`src/rtl/cmd_frame_pkg.sv`:
```
// Shared types and helpers for the host command frame decoder.
// Frame layout: SYNC, A1, A0, D3, D2, D1, D0, CS (big-endian payload).
package cmd_frame_pkg;

  localparam logic [3:0] ST_HUNT = 4'd0;
  localparam logic [3:0] ST_A1   = 4'd1;
  localparam logic [3:0] ST_A0   = 4'd2;
  localparam logic [3:0] ST_D3   = 4'd3;
  localparam logic [3:0] ST_D2   = 4'd4;
  localparam logic [3:0] ST_D1   = 4'd5;
  localparam logic [3:0] ST_D0   = 4'd6;
  localparam logic [3:0] ST_CS   = 4'd7;
  localparam logic [3:0] ST_EMIT = 4'd8;

  typedef enum logic [3:0] {
    HUNT = ST_HUNT,
    A1   = ST_A1,
    A0   = ST_A0,
    D3   = ST_D3,
    D2   = ST_D2,
    D1   = ST_D1,
    D0   = ST_D0,
    CS   = ST_CS,
    EMIT = ST_EMIT
  } state_t;

  localparam int FRAME_PAYLOAD_BYTES = 6;
  localparam int PAYLOAD_WIDTH       = 8 * FRAME_PAYLOAD_BYTES;
  localparam int TIMER_WIDTH         = 20;

  // Running modulo-256 sum; a good frame sums to zero including the CS byte.
  function automatic logic [7:0] csum8(input logic [7:0] sum, input logic [7:0] data_byte);
    return sum + data_byte;
  endfunction

  // Successor of a payload-collecting state once its byte has been accepted.
  function automatic state_t payload_next(input state_t s);
    state_t n;
    case (s)
      A1:      n = A0;
      A0:      n = D3;
      D3:      n = D2;
      D2:      n = D1;
      D1:      n = D0;
      D0:      n = CS;
      default: n = HUNT;
    endcase
    return n;
  endfunction

endpackage

```
`src/rtl/cmd_frame_decoder_sat_counter.sv`:
```
// Saturating event counter: holds at all-ones instead of wrapping; clears only on reset.
module sat_counter #(
  parameter int WIDTH = 16
) (
  input  logic             clk_i,
  input  logic             rst_i,
  input  logic             inc_i,
  output logic [WIDTH-1:0] count_o
);

  logic [WIDTH-1:0] count_r;

  // Count events until all-ones is reached.
  always_ff @(posedge clk_i or posedge rst_i) begin
    if (rst_i) begin
      count_r <= '0;
    end else if (inc_i && (count_r != '1)) begin
      count_r <= count_r + {{(WIDTH-1){1'b0}}, 1'b1};
    end else begin
      count_r <= count_r;
    end
  end

  assign count_o = count_r;

endmodule

```
`src/rtl/cmd_frame_decoder.sv`:
```
// Byte-stream frame decoder producing single-cycle register-write commands,
// with checksum and inter-byte timeout protection and saturating error counters.
module cmd_frame_decoder
  import cmd_frame_pkg::*;
#(
  parameter int unsigned ADDR_WIDTH     = 16,
  parameter int unsigned DATA_WIDTH     = 32,
  parameter logic [7:0]  SYNC_BYTE      = 8'hA5,
  parameter int unsigned TIMEOUT_CYCLES = 1000,
  parameter int unsigned ERR_CNT_WIDTH  = 16
) (
  input  logic                     clk_i,
  input  logic                     rst_i,
  input  logic [7:0]               byte_i,
  input  logic                     byte_valid_i,
  output logic                     byte_ready_o,
  output logic [ADDR_WIDTH-1:0]    cmd_addr_o,
  output logic [DATA_WIDTH-1:0]    cmd_data_o,
  output logic                     cmd_valid_o,
  output logic [ERR_CNT_WIDTH-1:0] csum_err_cnt_o,
  output logic [ERR_CNT_WIDTH-1:0] timeout_cnt_o,
  output logic                     busy_o
);

  localparam logic [TIMER_WIDTH-1:0] TIMER_LAST = TIMER_WIDTH'(TIMEOUT_CYCLES - 1);
  localparam logic [TIMER_WIDTH-1:0] TIMER_ONE  = TIMER_WIDTH'(1);

  state_t                     state_r, state_next_s;
  logic [TIMER_WIDTH-1:0]     timer_r, timer_next_s;
  logic [PAYLOAD_WIDTH-1:0]   payload_r, payload_next_s;
  logic [7:0]                 sum_r, sum_next_s;
  logic                       ready_r, busy_r, valid_r;
  logic [ADDR_WIDTH-1:0]      addr_r;
  logic [DATA_WIDTH-1:0]      data_r;
  logic                       accept_s, csum_err_s, timeout_s;
  logic [15:0]                addr16_s;
  logic [31:0]                data32_s;

  assign accept_s = byte_valid_i && ready_r;
  assign addr16_s = payload_r[PAYLOAD_WIDTH-1 -: 16];
  assign data32_s = payload_r[31:0];

  // Next-state, payload shift, checksum accumulation and inter-byte timer.
  always_comb begin
    state_next_s   = state_r;
    timer_next_s   = timer_r;
    payload_next_s = payload_r;
    sum_next_s     = sum_r;
    csum_err_s     = 1'b0;
    timeout_s      = 1'b0;
    case (state_r)
      HUNT: begin
        timer_next_s = '0;
        if (accept_s && (byte_i == SYNC_BYTE)) begin
          state_next_s = A1;
          sum_next_s   = 8'h00;
        end else begin
          state_next_s = HUNT;
        end
      end
      A1, A0, D3, D2, D1, D0: begin
        if (accept_s) begin
          state_next_s   = payload_next(state_r);
          payload_next_s = {payload_r[PAYLOAD_WIDTH-9:0], byte_i};
          sum_next_s     = csum8(sum_r, byte_i);
          timer_next_s   = '0;
        end else if (timer_r == TIMER_LAST) begin
          state_next_s = HUNT;
          timeout_s    = 1'b1;
          timer_next_s = '0;
        end else begin
          timer_next_s = timer_r + TIMER_ONE;
        end
      end
      CS: begin
        if (accept_s) begin
          timer_next_s = '0;
          if (csum8(sum_r, byte_i) == 8'h00) begin
            state_next_s = EMIT;
          end else begin
            state_next_s = HUNT;
            csum_err_s   = 1'b1;
          end
        end else if (timer_r == TIMER_LAST) begin
          state_next_s = HUNT;
          timeout_s    = 1'b1;
          timer_next_s = '0;
        end else begin
          timer_next_s = timer_r + TIMER_ONE;
        end
      end
      EMIT: begin
        state_next_s = HUNT;
        timer_next_s = '0;
      end
      default: begin
        state_next_s = HUNT;
        timer_next_s = '0;
      end
    endcase
  end

  // Frame state, timer and payload registers.
  always_ff @(posedge clk_i or posedge rst_i) begin
    if (rst_i) begin
      state_r   <= HUNT;
      timer_r   <= '0;
      payload_r <= '0;
      sum_r     <= 8'h00;
    end else begin
      state_r   <= state_next_s;
      timer_r   <= timer_next_s;
      payload_r <= payload_next_s;
      sum_r     <= sum_next_s;
    end
  end

  // Registered handshake/status outputs; command fields load only on entry to EMIT.
  always_ff @(posedge clk_i or posedge rst_i) begin
    if (rst_i) begin
      ready_r <= 1'b1;
      busy_r  <= 1'b0;
      valid_r <= 1'b0;
      addr_r  <= '0;
      data_r  <= '0;
    end else begin
      ready_r <= (state_next_s != EMIT);
      busy_r  <= (state_next_s != HUNT);
      valid_r <= (state_next_s == EMIT);
      if (state_next_s == EMIT) begin
        addr_r <= addr16_s[ADDR_WIDTH-1:0];
        data_r <= data32_s[DATA_WIDTH-1:0];
      end else begin
        addr_r <= addr_r;
        data_r <= data_r;
      end
    end
  end

  sat_counter #(.WIDTH(ERR_CNT_WIDTH)) u_csum_err_cnt (
    .clk_i   (clk_i),
    .rst_i   (rst_i),
    .inc_i   (csum_err_s),
    .count_o (csum_err_cnt_o)
  );

  sat_counter #(.WIDTH(ERR_CNT_WIDTH)) u_timeout_cnt (
    .clk_i   (clk_i),
    .rst_i   (rst_i),
    .inc_i   (timeout_s),
    .count_o (timeout_cnt_o)
  );

  assign byte_ready_o = ready_r;
  assign busy_o       = busy_r;
  assign cmd_valid_o  = valid_r;
  assign cmd_addr_o   = addr_r;
  assign cmd_data_o   = data_r;

endmodule

```
`config.mk`:
```
export PLATFORM = sky130hd
export DESIGN_NAME = cmd_frame_decoder
export DESIGN_NICKNAME = d
export VERILOG_FILES = /design/src/rtl/cmd_frame_pkg.sv /design/src/rtl/cmd_frame_decoder_sat_counter.sv /design/src/rtl/cmd_frame_decoder.sv
export SDC_FILE = /design/constraint.sdc
export NUM_CORES = 1
export LEC_CHECK = 0
export CORE_UTILIZATION = 55
export CTS_BUF_LIST = sky130_fd_sc_hd__clkbuf_16
export DETAILED_ROUTE_END_ITERATION = 16
export PLACE_DENSITY = 0.88
export SYNTH_ARGS = -nofsm -noshare
export SYNTH_HDL_FRONTEND = slang
export SYNTH_SLANG_ARGS = --single-unit
```
`constraint.sdc`:
```
create_clock -name clk_i -period 7.9 [get_ports clk_i]
set_input_delay 1.58 -clock clk_i [delete_from_list [all_inputs] [get_ports clk_i]]
set_output_delay 1.58 -clock clk_i [all_outputs]
set_load 0.1 [all_outputs]
```
# Yosys cells after proc, flatten, opt, wreduce, memory -nomap -nowiden
# Index checks and enable logic that the tools add are counted.
# totals
register_bits	163
in_bits	11
out_inout_bits	83
wordCells	61
# op_classes
addsub	4
n_eq_ne	15
n_mux	19
reduce_logical	12
# op_table
op	n
$mux W20	3
$add A16 B1 Y16 const B	2
$ne A16 B16 Y1 const B	2
$add A20 B1 Y20 const B	1
$eq A20 B10 Y1 const B	1
$pmux W3 S6	1
$eq A4 B3 Y1 const B	4
$mux W4	4
$mux W8	2
$pmux W8 S2	1
$pmux W4 S3	1
$add A8 B8 Y8	1
$eq A4 B2 Y1 const B	2
$eq A8 B8 Y1 const B	1
$logic_not A8 Y1	1
$mux W1	7
$reduce_or A7 Y1	1
$reduce_or A6 Y1	1
$eq A4 B1 Y1 const B	1
$eq A4 B4 Y1 const B	1
$logic_and A1 B1 Y1	4
$logic_not A4 Y1	1
$ne A2 B2 Y1 const B	2
$ne A4 B4 Y1 const B	1
4 further kinds	4

# Logic depth before layout (Yosys ltp)
# depth
depth_word	6
ltp_mapped	9
depth_no_buf	8

# Hierarchy
# From an unflattened synthesis, not the netlist that was laid out.
# unflattened
hier_cells	548
area_unflattened_um2	7215.7
# modules_own_cells
module	instances	cells_per_inst	area_per_inst_um2	seq_area_each_um2
cmd_frame_decoder	1	406	5604.1	3279.4
sat_counter	2	71	805.8	400.4

# Least setup slack after synthesis
# No wires, ideal clock.
# synth_path
path_type	input to register
from	input port byte_i[0]
to	register data_r[0], in the netlist cmd_data_o[0]
setup_ps	128
arrival_ps	3811
required_ps	7772
path_slack_ps	3960
path_stages	9
n_path_buf	1
path_cell_list	ha_1 -> fa_1 -> a211oi_1 -> o21ba_2 -> o221ai_2 -> nor3_4 -> nand3b_4 -> buf_6 -> mux2_1
# synth_between
elab_chain_len	6
elab_cells_between_ends	9
cone_classes	1 x add/sub; 2 x eq/ne; 4 x mux; 2 x reduce/logical
# synth_rtl
element	line_no	source
from (decl)	cmd_frame_decoder.sv:14	input logic [7:0] byte_i,
$add A8 B8 Y8	cmd_frame_pkg.sv:33	return sum + data_byte;
$logic_not A8 Y1	cmd_frame_decoder.sv:78	if (csum8(sum_r, byte_i) == 8'h00) begin
$mux W4	cmd_frame_decoder.sv:78	
$mux W4	cmd_frame_decoder.sv:76	if (accept_s) begin
$pmux W4 S3 *	cmd_frame_decoder.sv:51	case (state_r)
$eq A4 B4 Y1 *	cmd_frame_decoder.sv:130	if (state_next_s == EMIT) begin
to (signal assigned)	cmd_frame_decoder.sv:132	data_r <= data32_s[DATA_WIDTH-1:0];
to (signal assigned)	cmd_frame_decoder.sv:135	data_r <= data_r;
to (decl)	cmd_frame_decoder.sv:34	logic [DATA_WIDTH-1:0] data_r;
# Every way passes the cells marked *; elsewhere a longest branch is shown, timed or not.
# A chain may end at the register's enable or synchronous reset.

# Worst setup path in the final report
# layout_path
from	input port byte_i[0]
to	register data_r[1], in the netlist cmd_data_o[1]
# Same word-level chain as after synthesis.

==> results.md <==
* Status: completed
* Maximum vdd drop at 0.000103 V
* Worst Skew at 0.0101 ns
* Core area at 0.0127 mm²
* Final setup viols at 0
* # nets final at 771
* Worst min-delay path class: reg -> reg
* PortBufs at 93
* Post-synth EDFFs at 0
* Routed vias/inst at 5.54
* Post-synth top cells: 173 x nand2_1, 162 x dfrtp_1, 48 x mux2_2
* Reg2reg path depth at 8
* Hold_buf cts at 0
* Endpoints failing hold at 0
* CTS Root Cell: clkbuf_16
* I/O pin count at 94
* Initial Utilization at 56.9%
* Ant. Diodes at 0
* Initial drt markers at 456
* Detailed Place HPWL at 9.93 mm
* Routed Wire Length at 15.1 mm
* Global routing usage on met3 at 5.81%
* P_leak at 4.31 nW
* Final hold slack at 0.477 ns
* Busiest layer in global routing: met2
* Die Ht at 116 µm
* CTS H-Tree Depth at 4
* Global Route met1 Usage at 32.1%
* Count of cell types in the netlist at 58
* Max cap viols at 0
* PostCTS Resize Cnt at 0
* Yosys top cell by area: dfrtp_1
* Worst skew pair latency at 0.43 ns
* Mapped Area at 0.00720 mm²
* Area Growth Syn to Fin at 21.6%
* # DRC at 0
* First-pass GRT wire length at 24.8 mm
* Synthesized net count at 685
* CP arrival at 5.37 ns
* CP startpoint kind: input pin
* Count leader, synth: nand2_1
* Grt met2 use at 38.7%
* Bufs on Longest Clock Path at 2
* Cells after Synth at 663
* FP Rows at 41
* Critical path class: in -> reg
* Commonest register cell after synthesis: dfrtp_1
* Share of cells above drive strength 1 at 12.2%
* Layout fillers at 944
* Number of buffers created by CTS at 17
* CP max FO at 52
* Syn_area_per_cell at 10.9 µm²
* CTS tree: yes
* Vias at 5173
* Register area share after synthesis at 56.6%
* Worst-Margin Slew at 1.04 ns
* Crit path time final at 5.06 ns
* Cells after DPL at 902
* Non-filler cells, final at 934
* Fmax at 197 MHz
* Setup repair bufs after CTS at 0
* Area share of the largest cell type after synthesis at 56.3%
* Worst Path Required at 8.21 ns
* Setup TNS at 0 ns
* RSZ-0062 raised after global routing: false
* Die W at 116 µm
* DR WL/cell at 16.1 µm
* GRT overflow at 0
* Largest net degree at the start of global routing at 88
* Crit. End Element: flip-flop
* Synth area leaders: dfrtp_1 56%, nand2_1 9.0%, mux2_2 7.5%, xor2_1 3.9%, xnor2_1 1.9%
* Hold depth at 2
* Clock sink count at 163
* Initial antenna violation count at 0
* PwrDens at 195 mW/mm²
* Flops & latches, synth at 163
* Die area at 0.0136 mm²
* GP Congestion at 0.914
* Vias in the first global route at 5087
* Gr usage total at 23.9%
* Normalized max-slew margin at 30.7%
* Yosys warns at 0
* Slew Limit Fails at 0
* Final critical-path share of the clock period at 64.1%
* Async SR Flop Fraction at 100%
* DR pass1 iterations at 5
* ANT nets after route at 0
* Worst-path clk slew at 0.06 ns
## per-stage QoR
step	setup WS (ns)	utilization, %	power [mW]	instance area (µm²)
after floorplan	1.92	-	0.942	7200
after global placement	2.55	64.9	0.965	8220
after detailed placement	2.40	64.9	0.968	8220
after CTS	2.83	69.2	1.72	8760
after global routing	2.63	69.2	1.77	8760
final	2.84	69.2	1.71	8760
## critical path: stages
cell,delay [ns]
clkdlybuf4s50_1,0.45
ha_1,0.26
fa_1,0.43
a211oi_1,0.45
o21ba_2,0.24
o221ai_2,0.11
nor3_4,0.56
nand3b_4,0.71
mux2_1,0.56
## path summary, 6_finish.rpt
path	start	slack [ns]	end
max	byte_i[0]	2.84	cmd_data_o[1]
min	payload_r[42]	0.48	payload_r[42]
max reg2reg	sum_r[0]	4.08	cmd_data_o[1]
min reg2reg	payload_r[42]	0.48	payload_r[42]
max in group asynchronous	rst_i	4.77	payload_r[40]
min in group asynchronous	rst_i	1.65	u_timeout_cnt.count_o[4]
## placed cells by master (no fill, tap or decap), drive strengths merged, types with 2 or more instances in the layout
master | netlist | final
and4 | 4 | 4
a31oi | 2 | 2
nor4b | 2 | 2
xnor2 | 16 | 16
nand3 | 22 | 22
nor4 | 5 | 5
and2 | 7 | 7
nor2b | 4 | 4
or3 | 3 | 3
o21ba | 2 | 2
and3 | 14 | 14
nor4bb | 3 | 3
clkbuf | 11 | 17
a21oi | 8 | 8
dfrtp | 162 | 162
mux2 | 50 | 50
a2111oi | 5 | 5
clkinvlp | 0 | 2
nor2 | 31 | 31
o21ai | 9 | 9
inv | 9 | 10
nand2 | 173 | 173
o31ai | 2 | 2
a22o | 5 | 5
o211ai | 2 | 2
nand4 | 12 | 12
or4b | 2 | 2
nand3b | 2 | 2
clkdlybuf4s50 | 0 | 93
ha | 10 | 10
xor2 | 32 | 32
a311oi | 2 | 2
nor3 | 9 | 9
a211oi | 12 | 12
clkinv | 0 | 11
## registers in the layout, summed over array words and instances (netlist names), 4 cells and up
signal and flops:
sum_r 8, state_r 4, u_timeout_cnt.count_o 16, cmd_data_o 32, payload_r 48, u_csum_err_cnt.count_o 16
cmd_addr_o 16, timer_r 20
## report_power, final
group	internal, mW	leakage [nW]	total [mW]	switching [mW]
Sequential	0.847	2.26	0.856	0.00909
Clock	0.428	0.265	0.758	0.330
Combinational	0.0334	1.79	0.0980	0.0646
Total	1.31	4.31	1.71	0.403
## routing by layer
layer	vias to the layer above	wire, µm
li1	2453	-
met5	-	0
met3	17	736
met4	0	195
met1	2568	6590
met2	135	7540
## logic make-up after synthesis
group           synth area share [%]
xor+xnor                        5.84
mux                             7.82
buf+inv                         2.50
compound gates                  5.75
flops                           56.6
simple gates                    19.5
fa+ha+maj                       2.01
## area by class of cell
class                   instances  area, µm²  share of cell area, %
repair buffers                 94        938                   10.7
flip-flops and latches        163       4080                   46.6
inverters                       9       38.8                  0.443
multi-input cells             464       2950                   33.6
clock inverters                15        116                   1.33
well taps                     172        215                   2.46
clock buffers                  17        425                   4.86
Power figures use the tool's default switching activity.
